### src/rtl/sme_sched_if.sv
// Requester, engine and result signals of the match-engine scheduler.
// The slave modport is the scheduler's view; master is the surrounding environment.
interface sme_sched_if;
  logic       req0, req1;
  logic       gnt0, gnt1;
  logic [7:0] in_data0, in_data1;
  logic       in_str0, in_str1;
  logic       in_pat0, in_pat1;
  logic       in_last0, in_last1;
  logic [7:0] eng_chardata;
  logic       eng_isstring, eng_ispattern;
  logic       eng_valid, eng_match;
  logic [4:0] eng_match_index;
  logic       res_valid0, res_valid1;
  logic       res_match;
  logic [4:0] res_index;
  logic       res_err;
  logic       busy;

  modport slave (
    input  req0, req1, in_data0, in_data1, in_str0, in_str1, in_pat0, in_pat1,
           in_last0, in_last1, eng_valid, eng_match, eng_match_index,
    output gnt0, gnt1, eng_chardata, eng_isstring, eng_ispattern,
           res_valid0, res_valid1, res_match, res_index, res_err, busy
  );

  modport master (
    output req0, req1, in_data0, in_data1, in_str0, in_str1, in_pat0, in_pat1,
           in_last0, in_last1, eng_valid, eng_match, eng_match_index,
    input  gnt0, gnt1, eng_chardata, eng_isstring, eng_ispattern,
           res_valid0, res_valid1, res_match, res_index, res_err, busy
  );
endinterface

### src/rtl/sme_sched.sv
// Two-requester round-robin scheduler for a string-match engine: streams the owner's bytes
// to the engine one cycle late, waits for the engine result (with timeout), reports it.
module sme_sched #(
  parameter int unsigned TMO = 64
) (
  input logic        clk,
  input logic        reset,
  sme_sched_if.slave bus_io
);

  localparam int unsigned CntW = (TMO > 1) ? $clog2(TMO) : 1;

  typedef enum logic [1:0] {StIdle, StStream, StWait, StResult} state_e;

  state_e          state_q, state_d;
  logic            ptr_q, ptr_d;
  logic            owner_q, owner_d;
  logic [1:0]      gnt_q, gnt_d;
  logic [7:0]      eng_data_q, eng_data_d;
  logic            eng_str_q, eng_str_d;
  logic            eng_pat_q, eng_pat_d;
  logic [5:0]      str_cnt_q, str_cnt_d;
  logic [3:0]      pat_cnt_q, pat_cnt_d;
  logic [CntW-1:0] wait_cnt_q, wait_cnt_d;
  logic            res_match_q, res_match_d;
  logic [4:0]      res_index_q, res_index_d;
  logic            res_err_q, res_err_d;

  logic [7:0] sel_data;
  logic       sel_str, sel_pat, sel_last;
  logic       pick;
  logic       proto_err;

  // Only the owner's lanes are looked at; the other requester is ignored while streaming.
  assign sel_data = owner_q ? bus_io.in_data1 : bus_io.in_data0;
  assign sel_str  = owner_q ? bus_io.in_str1  : bus_io.in_str0;
  assign sel_pat  = owner_q ? bus_io.in_pat1  : bus_io.in_pat0;
  assign sel_last = owner_q ? bus_io.in_last1 : bus_io.in_last0;

  assign pick = (bus_io.req0 && bus_io.req1) ? ptr_q : bus_io.req1;

  assign proto_err = (!sel_str && !sel_pat) ||
                     (sel_str && sel_pat) ||
                     (sel_str && (pat_cnt_q != 4'd0)) ||
                     (sel_str && (str_cnt_q == 6'd32)) ||
                     (sel_pat && (pat_cnt_q == 4'd8)) ||
                     (sel_pat && (str_cnt_q == 6'd0)) ||
                     (sel_last && !sel_pat);

  always_comb begin
    state_d     = state_q;
    ptr_d       = ptr_q;
    owner_d     = owner_q;
    gnt_d       = gnt_q;
    eng_data_d  = 8'h00;
    eng_str_d   = 1'b0;
    eng_pat_d   = 1'b0;
    str_cnt_d   = str_cnt_q;
    pat_cnt_d   = pat_cnt_q;
    wait_cnt_d  = wait_cnt_q;
    res_match_d = res_match_q;
    res_index_d = res_index_q;
    res_err_d   = res_err_q;

    unique case (state_q)
      StIdle: begin
        if (bus_io.req0 || bus_io.req1) begin
          owner_d   = pick;
          gnt_d     = pick ? 2'b10 : 2'b01;
          str_cnt_d = 6'd0;
          pat_cnt_d = 4'd0;
          state_d   = StStream;
        end
      end
      StStream: begin
        if (proto_err) begin
          gnt_d       = 2'b00;
          res_match_d = 1'b0;
          res_index_d = 5'd0;
          res_err_d   = 1'b1;
          state_d     = StResult;
        end else begin
          eng_data_d = sel_data;
          eng_str_d  = sel_str;
          eng_pat_d  = sel_pat;
          if (sel_str) begin
            str_cnt_d = str_cnt_q + 6'd1;
          end else begin
            pat_cnt_d = pat_cnt_q + 4'd1;
          end
          if (sel_pat && sel_last) begin
            gnt_d      = 2'b00;
            wait_cnt_d = '0;
            state_d    = StWait;
          end
        end
      end
      StWait: begin
        if (bus_io.eng_valid) begin
          res_match_d = bus_io.eng_match;
          res_index_d = bus_io.eng_match_index;
          res_err_d   = 1'b0;
          state_d     = StResult;
        end else if (wait_cnt_q == CntW'(TMO - 1)) begin
          res_match_d = 1'b0;
          res_index_d = 5'd0;
          res_err_d   = 1'b1;
          state_d     = StResult;
        end else begin
          wait_cnt_d = wait_cnt_q + 1'b1;
        end
      end
      StResult: begin
        ptr_d   = ~owner_q;
        state_d = StIdle;
      end
      default: state_d = StIdle;
    endcase
  end

  always_ff @(posedge clk) begin
    if (reset) begin
      state_q     <= StIdle;
      ptr_q       <= 1'b0;
      owner_q     <= 1'b0;
      gnt_q       <= 2'b00;
      eng_data_q  <= 8'h00;
      eng_str_q   <= 1'b0;
      eng_pat_q   <= 1'b0;
      str_cnt_q   <= 6'd0;
      pat_cnt_q   <= 4'd0;
      wait_cnt_q  <= '0;
      res_match_q <= 1'b0;
      res_index_q <= 5'd0;
      res_err_q   <= 1'b0;
    end else begin
      state_q     <= state_d;
      ptr_q       <= ptr_d;
      owner_q     <= owner_d;
      gnt_q       <= gnt_d;
      eng_data_q  <= eng_data_d;
      eng_str_q   <= eng_str_d;
      eng_pat_q   <= eng_pat_d;
      str_cnt_q   <= str_cnt_d;
      pat_cnt_q   <= pat_cnt_d;
      wait_cnt_q  <= wait_cnt_d;
      res_match_q <= res_match_d;
      res_index_q <= res_index_d;
      res_err_q   <= res_err_d;
    end
  end

  assign bus_io.gnt0          = gnt_q[0];
  assign bus_io.gnt1          = gnt_q[1];
  assign bus_io.eng_chardata  = eng_data_q;
  assign bus_io.eng_isstring  = eng_str_q;
  assign bus_io.eng_ispattern = eng_pat_q;
  assign bus_io.res_valid0    = (state_q == StResult) && !owner_q;
  assign bus_io.res_valid1    = (state_q == StResult) && owner_q;
  assign bus_io.res_match     = res_match_q;
  assign bus_io.res_index     = res_index_q;
  assign bus_io.res_err       = res_err_q;
  assign bus_io.busy          = (state_q != StIdle);

endmodule

### src/flat_wrapper.sv
// flat-port wrapper written by rule: the top's interface ports become plain ports
module sme_sched_flat 
#(
  parameter int unsigned TMO = 64
)
  (clk, reset, bus_io_req0, bus_io_req1, bus_io_in_data0, bus_io_in_data1, bus_io_in_str0, bus_io_in_str1, bus_io_in_pat0, bus_io_in_pat1, bus_io_in_last0, bus_io_in_last1, bus_io_eng_valid, bus_io_eng_match, bus_io_eng_match_index, bus_io_gnt0, bus_io_gnt1, bus_io_eng_chardata, bus_io_eng_isstring, bus_io_eng_ispattern, bus_io_res_valid0, bus_io_res_valid1, bus_io_res_match, bus_io_res_index, bus_io_res_err, bus_io_busy);
  sme_sched_if bus_io_i ();
  input logic clk;
  input logic reset;
  input wire logic [$bits(bus_io_i.req0)-1:0] bus_io_req0;
  input wire logic [$bits(bus_io_i.req1)-1:0] bus_io_req1;
  input wire logic [$bits(bus_io_i.in_data0)-1:0] bus_io_in_data0;
  input wire logic [$bits(bus_io_i.in_data1)-1:0] bus_io_in_data1;
  input wire logic [$bits(bus_io_i.in_str0)-1:0] bus_io_in_str0;
  input wire logic [$bits(bus_io_i.in_str1)-1:0] bus_io_in_str1;
  input wire logic [$bits(bus_io_i.in_pat0)-1:0] bus_io_in_pat0;
  input wire logic [$bits(bus_io_i.in_pat1)-1:0] bus_io_in_pat1;
  input wire logic [$bits(bus_io_i.in_last0)-1:0] bus_io_in_last0;
  input wire logic [$bits(bus_io_i.in_last1)-1:0] bus_io_in_last1;
  input wire logic [$bits(bus_io_i.eng_valid)-1:0] bus_io_eng_valid;
  input wire logic [$bits(bus_io_i.eng_match)-1:0] bus_io_eng_match;
  input wire logic [$bits(bus_io_i.eng_match_index)-1:0] bus_io_eng_match_index;
  output wire logic [$bits(bus_io_i.gnt0)-1:0] bus_io_gnt0;
  output wire logic [$bits(bus_io_i.gnt1)-1:0] bus_io_gnt1;
  output wire logic [$bits(bus_io_i.eng_chardata)-1:0] bus_io_eng_chardata;
  output wire logic [$bits(bus_io_i.eng_isstring)-1:0] bus_io_eng_isstring;
  output wire logic [$bits(bus_io_i.eng_ispattern)-1:0] bus_io_eng_ispattern;
  output wire logic [$bits(bus_io_i.res_valid0)-1:0] bus_io_res_valid0;
  output wire logic [$bits(bus_io_i.res_valid1)-1:0] bus_io_res_valid1;
  output wire logic [$bits(bus_io_i.res_match)-1:0] bus_io_res_match;
  output wire logic [$bits(bus_io_i.res_index)-1:0] bus_io_res_index;
  output wire logic [$bits(bus_io_i.res_err)-1:0] bus_io_res_err;
  output wire logic [$bits(bus_io_i.busy)-1:0] bus_io_busy;
  assign bus_io_i.req0 = bus_io_req0;
  assign bus_io_i.req1 = bus_io_req1;
  assign bus_io_i.in_data0 = bus_io_in_data0;
  assign bus_io_i.in_data1 = bus_io_in_data1;
  assign bus_io_i.in_str0 = bus_io_in_str0;
  assign bus_io_i.in_str1 = bus_io_in_str1;
  assign bus_io_i.in_pat0 = bus_io_in_pat0;
  assign bus_io_i.in_pat1 = bus_io_in_pat1;
  assign bus_io_i.in_last0 = bus_io_in_last0;
  assign bus_io_i.in_last1 = bus_io_in_last1;
  assign bus_io_i.eng_valid = bus_io_eng_valid;
  assign bus_io_i.eng_match = bus_io_eng_match;
  assign bus_io_i.eng_match_index = bus_io_eng_match_index;
  assign bus_io_gnt0 = bus_io_i.gnt0;
  assign bus_io_gnt1 = bus_io_i.gnt1;
  assign bus_io_eng_chardata = bus_io_i.eng_chardata;
  assign bus_io_eng_isstring = bus_io_i.eng_isstring;
  assign bus_io_eng_ispattern = bus_io_i.eng_ispattern;
  assign bus_io_res_valid0 = bus_io_i.res_valid0;
  assign bus_io_res_valid1 = bus_io_i.res_valid1;
  assign bus_io_res_match = bus_io_i.res_match;
  assign bus_io_res_index = bus_io_i.res_index;
  assign bus_io_res_err = bus_io_i.res_err;
  assign bus_io_busy = bus_io_i.busy;
  sme_sched #(.TMO(TMO)) u_core (.clk(clk), .reset(reset), .bus_io(bus_io_i));
endmodule
### config.mk
export PLATFORM = sky130hd
export DESIGN_NAME = sme_sched_flat
export DESIGN_NICKNAME = d
export VERILOG_FILES = /design/src/rtl/sme_sched_if.sv /design/src/rtl/sme_sched.sv /design/src/flat_wrapper.sv
export SDC_FILE = /design/constraint.sdc
export NUM_CORES = 1
export LEC_CHECK = 0
export BUFFER_PORTS_ARGS = -buffer_cell sky130_fd_sc_hd__clkbuf_2
export CAP_MARGIN = 20
export CORE_MARGIN = 2
export CORE_UTILIZATION = 45
export CTS_BUF_LIST = sky130_fd_sc_hd__clkbuf_4 sky130_fd_sc_hd__clkbuf_8
export CTS_CLUSTER_SIZE = 20
export DETAILED_ROUTE_END_ITERATION = 10
export HOLD_SLACK_MARGIN = 0.06
export PLACE_DENSITY_LB_ADDON = 0.08
export SLEW_MARGIN = 15
export SYNTH_ARGS = -nofsm -noshare
export SYNTH_HDL_FRONTEND = slang
export SYNTH_SLANG_ARGS = --single-unit
### constraint.sdc
create_clock -name clk -period 4.51 [get_ports clk]
set_clock_uncertainty 0.2 [all_clocks]
set_input_delay 0.451 -clock clk [delete_from_list [all_inputs] [get_ports clk]]
set_output_delay 0.451 -clock clk [all_outputs]
set_load 0.1 [all_outputs]
; After elaboration in Yosys (flattened, before gate mapping)
; Index checks and enable logic that the tools add are counted.
[word_totals]
reg_bits = 39
out_inout_bits = 22
[classes]
addsub = 3
eq_ne = 16
n_mux = 41
bitwise = 2
n_reduce_logical = 35
[op_table]
columns = op, n
row1 = 6-bit 2-to-1 mux, 7
row2 = 6-bit case mux with 2 select lines, 2
row3 = 2-bit 2-to-1 mux, 9
row4 = 5-bit 2-to-1 mux, 3
row5 = "6-bit by 1-bit adder with 6-bit output, second input constant", 2
row6 = "6-bit equality test, second input constant", 2
row7 = 4-bit 2-to-1 mux, 3
row8 = 1-bit logical AND, 11
row9 = 1-bit 2-to-1 mux, 10
row10 = 5-bit case mux with 2 select lines, 1
row11 = 3-bit AND reduction, 3
row12 = 8-bit 2-to-1 mux, 1
row13 = "2-bit by 1-bit != test with 1-bit output, second input constant", 4
row14 = "2-bit != test, second input constant", 4
row15 = 2-bit case mux with 4 select lines, 1
row16 = 4-bit case mux with 2 select lines, 1
row17 = 4-bit AND reduction, 2
row18 = 1-bit logical OR, 7
row19 = 6-bit zero test, 1
row20 = 2-bit nonzero test, 3
row21 = 5-bit AND reduction, 1
row22 = "4-bit by 1-bit adder with 4-bit output, second input constant", 1
row23 = "2-bit equality test, second input constant", 2
row24 = "4-bit equality test, second input constant", 1
row25 = other kinds (11), 15

; Longest topological paths before layout
[logic_depth]
ltp_word = 11
ltp_mapped = 7

; Worst setup path after synthesis
; No wires, ideal clock.
[synth_timing]
kind = register to output
startpoint = reg u_core.state_q[1]
endpoint = out bus_io_res_valid0
arrival_time_ps = 1904
slack_ps = 1955
stages_incl_launch_ff = 3
cell_sequence = dfxtp_1 ha_1 nor2b_1
[synth_between]
elab_chain_cells = 2
[synth_rtl]
columns = element, line_no
row1 = "start, declared", sme_sched.sv:15  ; state_e state_q, state_d;
row2 = "start signal, assigned", sme_sched.sv:123  ; state_q <= StIdle;
row3 = "start signal, assigned", sme_sched.sv:137  ; state_q <= state_d;
row4 = 2-bit equality test, sme_sched.sv:158  ; assign bus_io.res_valid0 = (state_q == StResult) && !owner_q;
row5 = 1-bit logical AND, sme_sched.sv:158
row6 = "end, declared", flat_wrapper.sv:28  ; output wire logic [$bits(bus_io_i.res_valid0)-1:0] bus_io_res_valid0;
; No other way between the ends.

; Final worst setup path
[layout_timing]
startpoint = reg u_core.owner_q
endpoint = reg u_core.res_index_q[0] (netlist: u_core.bus_io.res_index[0])
[layout_between]
elab_chain_cells = 11
[layout_rtl]
columns = element, line_no
row1 = "start, declared", sme_sched.sv:17  ; logic owner_q, owner_d;
row2 = "start signal, assigned", sme_sched.sv:139  ; owner_q <= owner_d;
row3 = "1-bit 2-to-1 mux, on equally long branches", "sme_sched.sv:36, sme_sched.sv:37"
row4 = "1-bit zero test, on equally long branches", "sme_sched.sv:42, sme_sched.sv:48"
row5 = 1-bit logical AND, sme_sched.sv:42  ; assign proto_err = (!sel_str && !sel_pat) ||
row6 = 1-bit logical OR, sme_sched.sv:42
row7 = 1-bit logical OR, sme_sched.sv:43  ; (sel_str && sel_pat) ||
row8 = 1-bit logical OR, sme_sched.sv:44  ; (sel_str && (pat_cnt_q != 4'd0)) ||
row9 = 1-bit logical OR, sme_sched.sv:45  ; (sel_str && (str_cnt_q == 6'd32)) ||
row10 = 1-bit logical OR, sme_sched.sv:46  ; (sel_pat && (pat_cnt_q == 4'd8)) ||
row11 = 1-bit logical OR (*), sme_sched.sv:47  ; (sel_pat && (str_cnt_q == 6'd0)) ||
row12 = 2-bit by 1-bit != test with 1-bit output (no source line) (*), n/a
row13 = 3-bit AND reduction (no source line) (*), n/a
row14 = "end signal, assigned", sme_sched.sv:148  ; res_index_q <= res_index_d;
row15 = "end, declared", sme_sched.sv:26  ; logic [4:0] res_index_q, res_index_d;
; Mark *: on every way between the ends. The rest lies on a longest branch, timed or not.
; A chain may end at the register's enable or synchronous reset.

==> results.md <==
## Placement
- post-detail-place hpwl: 3.28 mm
- Routability Congestion: 0.803
- number of I/O port buffers: 54
- Setup Slack @ Placement: 1.51 ns

## Timing
- Hold Fails Final Rpt: 0
- Setup Total Neg Slack: 0 ns
- minimum clock period after layout: 2.96 ns
- unrepaired setup endpoints after global routing: no
- post-route setup slack: 1.55 ns
- f_max: 338 MHz
- Final Cycle Share: 65.6%
- number of pins exceeding their max-slew limit in the final report: 0
- transition at the pin with the smallest max-transition slack: 0.830 ns
- Slew HR: 44.6%
- final setup violation count: 0
- post-route worst hold slack: 0.169 ns

## Clock network
- root buf cell: sky130_fd_sc_hd__clkbuf_8
- worst-skew pair later-pin latency: 0.29 ns
- post-CTS clock slew at the launch and capture registers of the worst setup and hold paths: 0.08 ns
- # H-tree levels: 2
- number of hold-repair buffers added at the cts stage: 0
- setup repair bufs after CTS: 0
- TritonCTS clock tree: yes
- CTS max path bufs: 2
- clock sink total: 39
- clock buffer count from CTS: 5
- PostCTS Resize Cnt: 0

## Synthesis
- mux contribution to synthesized area: 5.85%
- Adder-Cell Fraction of Synth Area: 5.48%
- count leader, synth: sky130_fd_sc_hd__dfxtp_1
- combinational family with the most area after synthesis: compound AO/OA/AOI/OAI gates
- most common flop cell mapped by yosys: sky130_fd_sc_hd__dfxtp_1
- post-synthesis sequential area ratio: 38.0%
- Syn Nets: 252
- Yosys cell types: 56
- Cells after Synth: 210
- flops & latches, synth: 39
- largest cells by area after synthesis: sky130_fd_sc_hd__dfxtp_1 38%, sky130_fd_sc_hd__mux2i_1 5.9%, sky130_fd_sc_hd__ha_1 5.5%
- area leader, netlist: sky130_fd_sc_hd__dfxtp_1
- Syn Std Cell Area: 0.00205 mm^2
- Syn Area/Cell: 9.78 um^2
- fraction of the mapped netlist area in compound gates: 25.9%
- number of enable flip-flop cells after synthesis: 0
- area share of and/or/nand/nor cells after synthesis: 16.3%
- Yosys warning total: 0
- async set-reset flop share out of synthesis: 0%
- list of most frequent post-synthesis cells: 39 x sky130_fd_sc_hd__dfxtp_1, 23 x sky130_fd_sc_hd__nor2_1, 17 x sky130_fd_sc_hd__inv_1, 12 x sky130_fd_sc_hd__mux2i_1, 10 x sky130_fd_sc_hd__a21oi_1
- parity-gate share of the synthesized area counting xor and xnor cells: 2.99%
- share of Yosys cell area claimed by the top area cell type: 38.0%

## Global route
- via count of the first global-routing pass: 1588
- overflow left after global routing: 0
- largest net degree at the start of global routing: 20
- global router's overall resource usage: 17.7%
- number of antenna violations at the first check in global routing: 0
- global-route wire length before repair: 7.27 mm

## Drt
- wire length per cell: 13.6 um
- DR vias/cell: 5.28
- DRC marker count from the first detailed-route iteration: 37
- overall via count from detail_route: 1685
- first-pass iteration count of the detailed router: 4
- ANT nets after route: 0
- total wire length after detailed routing: 4.33 mm
- count of unresolved DRC violations after routing: 0

## Floorplanning
- die area: 0.00512 mm^2
- number of rows in the core area: 24
- die span in x: 71.5 um
- core footprint: 0.00438 mm^2
- starting utilization of the core area: 46.8%
- Chip Height: 71.5 um
- num ports: 55

## Final layout
- Antenna Cells: 0
- layout cells sized above 1: 30.0%
- number of nets at the end of the flow: 308
- area added between synthesis and finish: 19.9%
- fill cell instance count of the final layout: 407

## Pwr
- P_leak: 0.00105 uW
- power consumption: 1410 uW
- peak supply drop: 0.321 mV
- Power per Cell Area: 573 mW/mm^2

## Hold path
- worst hold path class: in2reg

## Worst setup path
- type of element capturing the critical path: flip-flop
- crit-path max FO: 19
- kind of start point of the critical path: flip-flop
- kind of critical path: reg2reg
- worst path arrival time: 2.95 ns
- data required time at the worst endpoint: 4.50 ns

## Status
- status: finished, final reports clean

## Job
- max_cap viols: 0

## through the flow
stage | instances | util (%) | area (um^2)
final | 319 | 56.2 | 2460
after global routing | 319 | 56.2 | 2460
after CTS | 319 | 56.2 | 2460
after detailed placement | 311 | 53.6 | 2350
after global placement | 310 | 53.5 | 2340
after floorplan | 210 | - | 2050
## worst max-delay path: stages (launching register included)
cell and delay, ns:
sky130_fd_sc_hd__dfxtp_1 0.87, sky130_fd_sc_hd__nor3b_1 0.20, sky130_fd_sc_hd__o221a_4 0.34, sky130_fd_sc_hd__o211ai_1 0.65
sky130_fd_sc_hd__o21ai_1 0.33, sky130_fd_sc_hd__a22o_1 0.26
## layer usage
layer | vias to the layer above | GRT usage [%] | part of all wire [%]
met5 | - | 0 | 0
met4 | 0 | 6.29 | 1.5
met3 | 7 | 4.50 | 4.2
met2 | 35 | 29.4 | 50
met1 | 762 | 22.2 | 45
li1 | 881 | - | -
## cell type report
cell class                      count  area (um^2)  area share, %
Multi-Input combinational cell    147         1160           47.2
Inverter                           18         67.6           2.74
Timing Repair Buffer               55          275           11.2
Clock buffer                        5         68.8           2.79
Tap cell                           52         65.1           2.64
Sequential cell                    39          781           31.7
Clock inverter                      3         43.8           1.78
## cells by family (layout without fill, tap and decap cells)
logic type	Yosys count	in the layout
AOI/OAI and AO/OA	61	61
and+or+nand+nor	58	58
DFF	39	39
buffers and inverters	24	81
muxes	12	12
adders and majority gates	9	9
xor gates and xnor gates	7	7
## sequential cells by signal, indices dropped and copies added (netlist names)
| register | count |
|---|---|
| u_core.bus_io.eng_chardata | 8 |
| u_core.str_cnt_q | 6 |
| u_core.wait_cnt_q | 6 |
| u_core.bus_io.res_index | 5 |
| u_core.pat_cnt_q | 4 |
| u_core.gnt_q | 2 |
| u_core.state_q | 2 |
| u_core.bus_io.eng_ispattern | 1 |
| u_core.bus_io.eng_isstring | 1 |
| u_core.bus_io.res_err | 1 |
| u_core.bus_io.res_match | 1 |
| u_core.owner_q | 1 |
| u_core.ptr_q | 1 |
## worst paths after layout
| kind | to | from | depth (start not counted) | slack [ns] |
|---|---|---|---|---|
| min reg2reg | u_core.bus_io.res_index[4] | u_core.bus_io.res_index[4] | 1 | 0.28 |
| max reg2reg | u_core.bus_io.res_index[0] | u_core.owner_q | 5 | 1.55 |
| max | u_core.bus_io.res_index[0] | u_core.owner_q | 5 | 1.55 |
| min | u_core.bus_io.res_index[4] | bus_io_eng_match_index[4] | 2 | 0.17 |
## cell usage in the layout, fill, tap and decap left out, drive strengths merged, types with 4 or more instances in the layout
master   n
clkbuf  59
dfxtp   39
nor2    23
inv     17
mux2i   12
a21oi   11
ha       9
nand3    7
xnor2    7
o21ai    7
nand2    6
a22o     6
a211oi   5
o211ai   4
o21a     4
nor3b    4
o31ai    4
## power by group
group	total, uW	internal (uW)	switching (uW)
Sequential	427	387	40.0
Combinational	691	209	482
Clock	294	165	130
No activity file was read; power rests on OpenSTA's default activity.
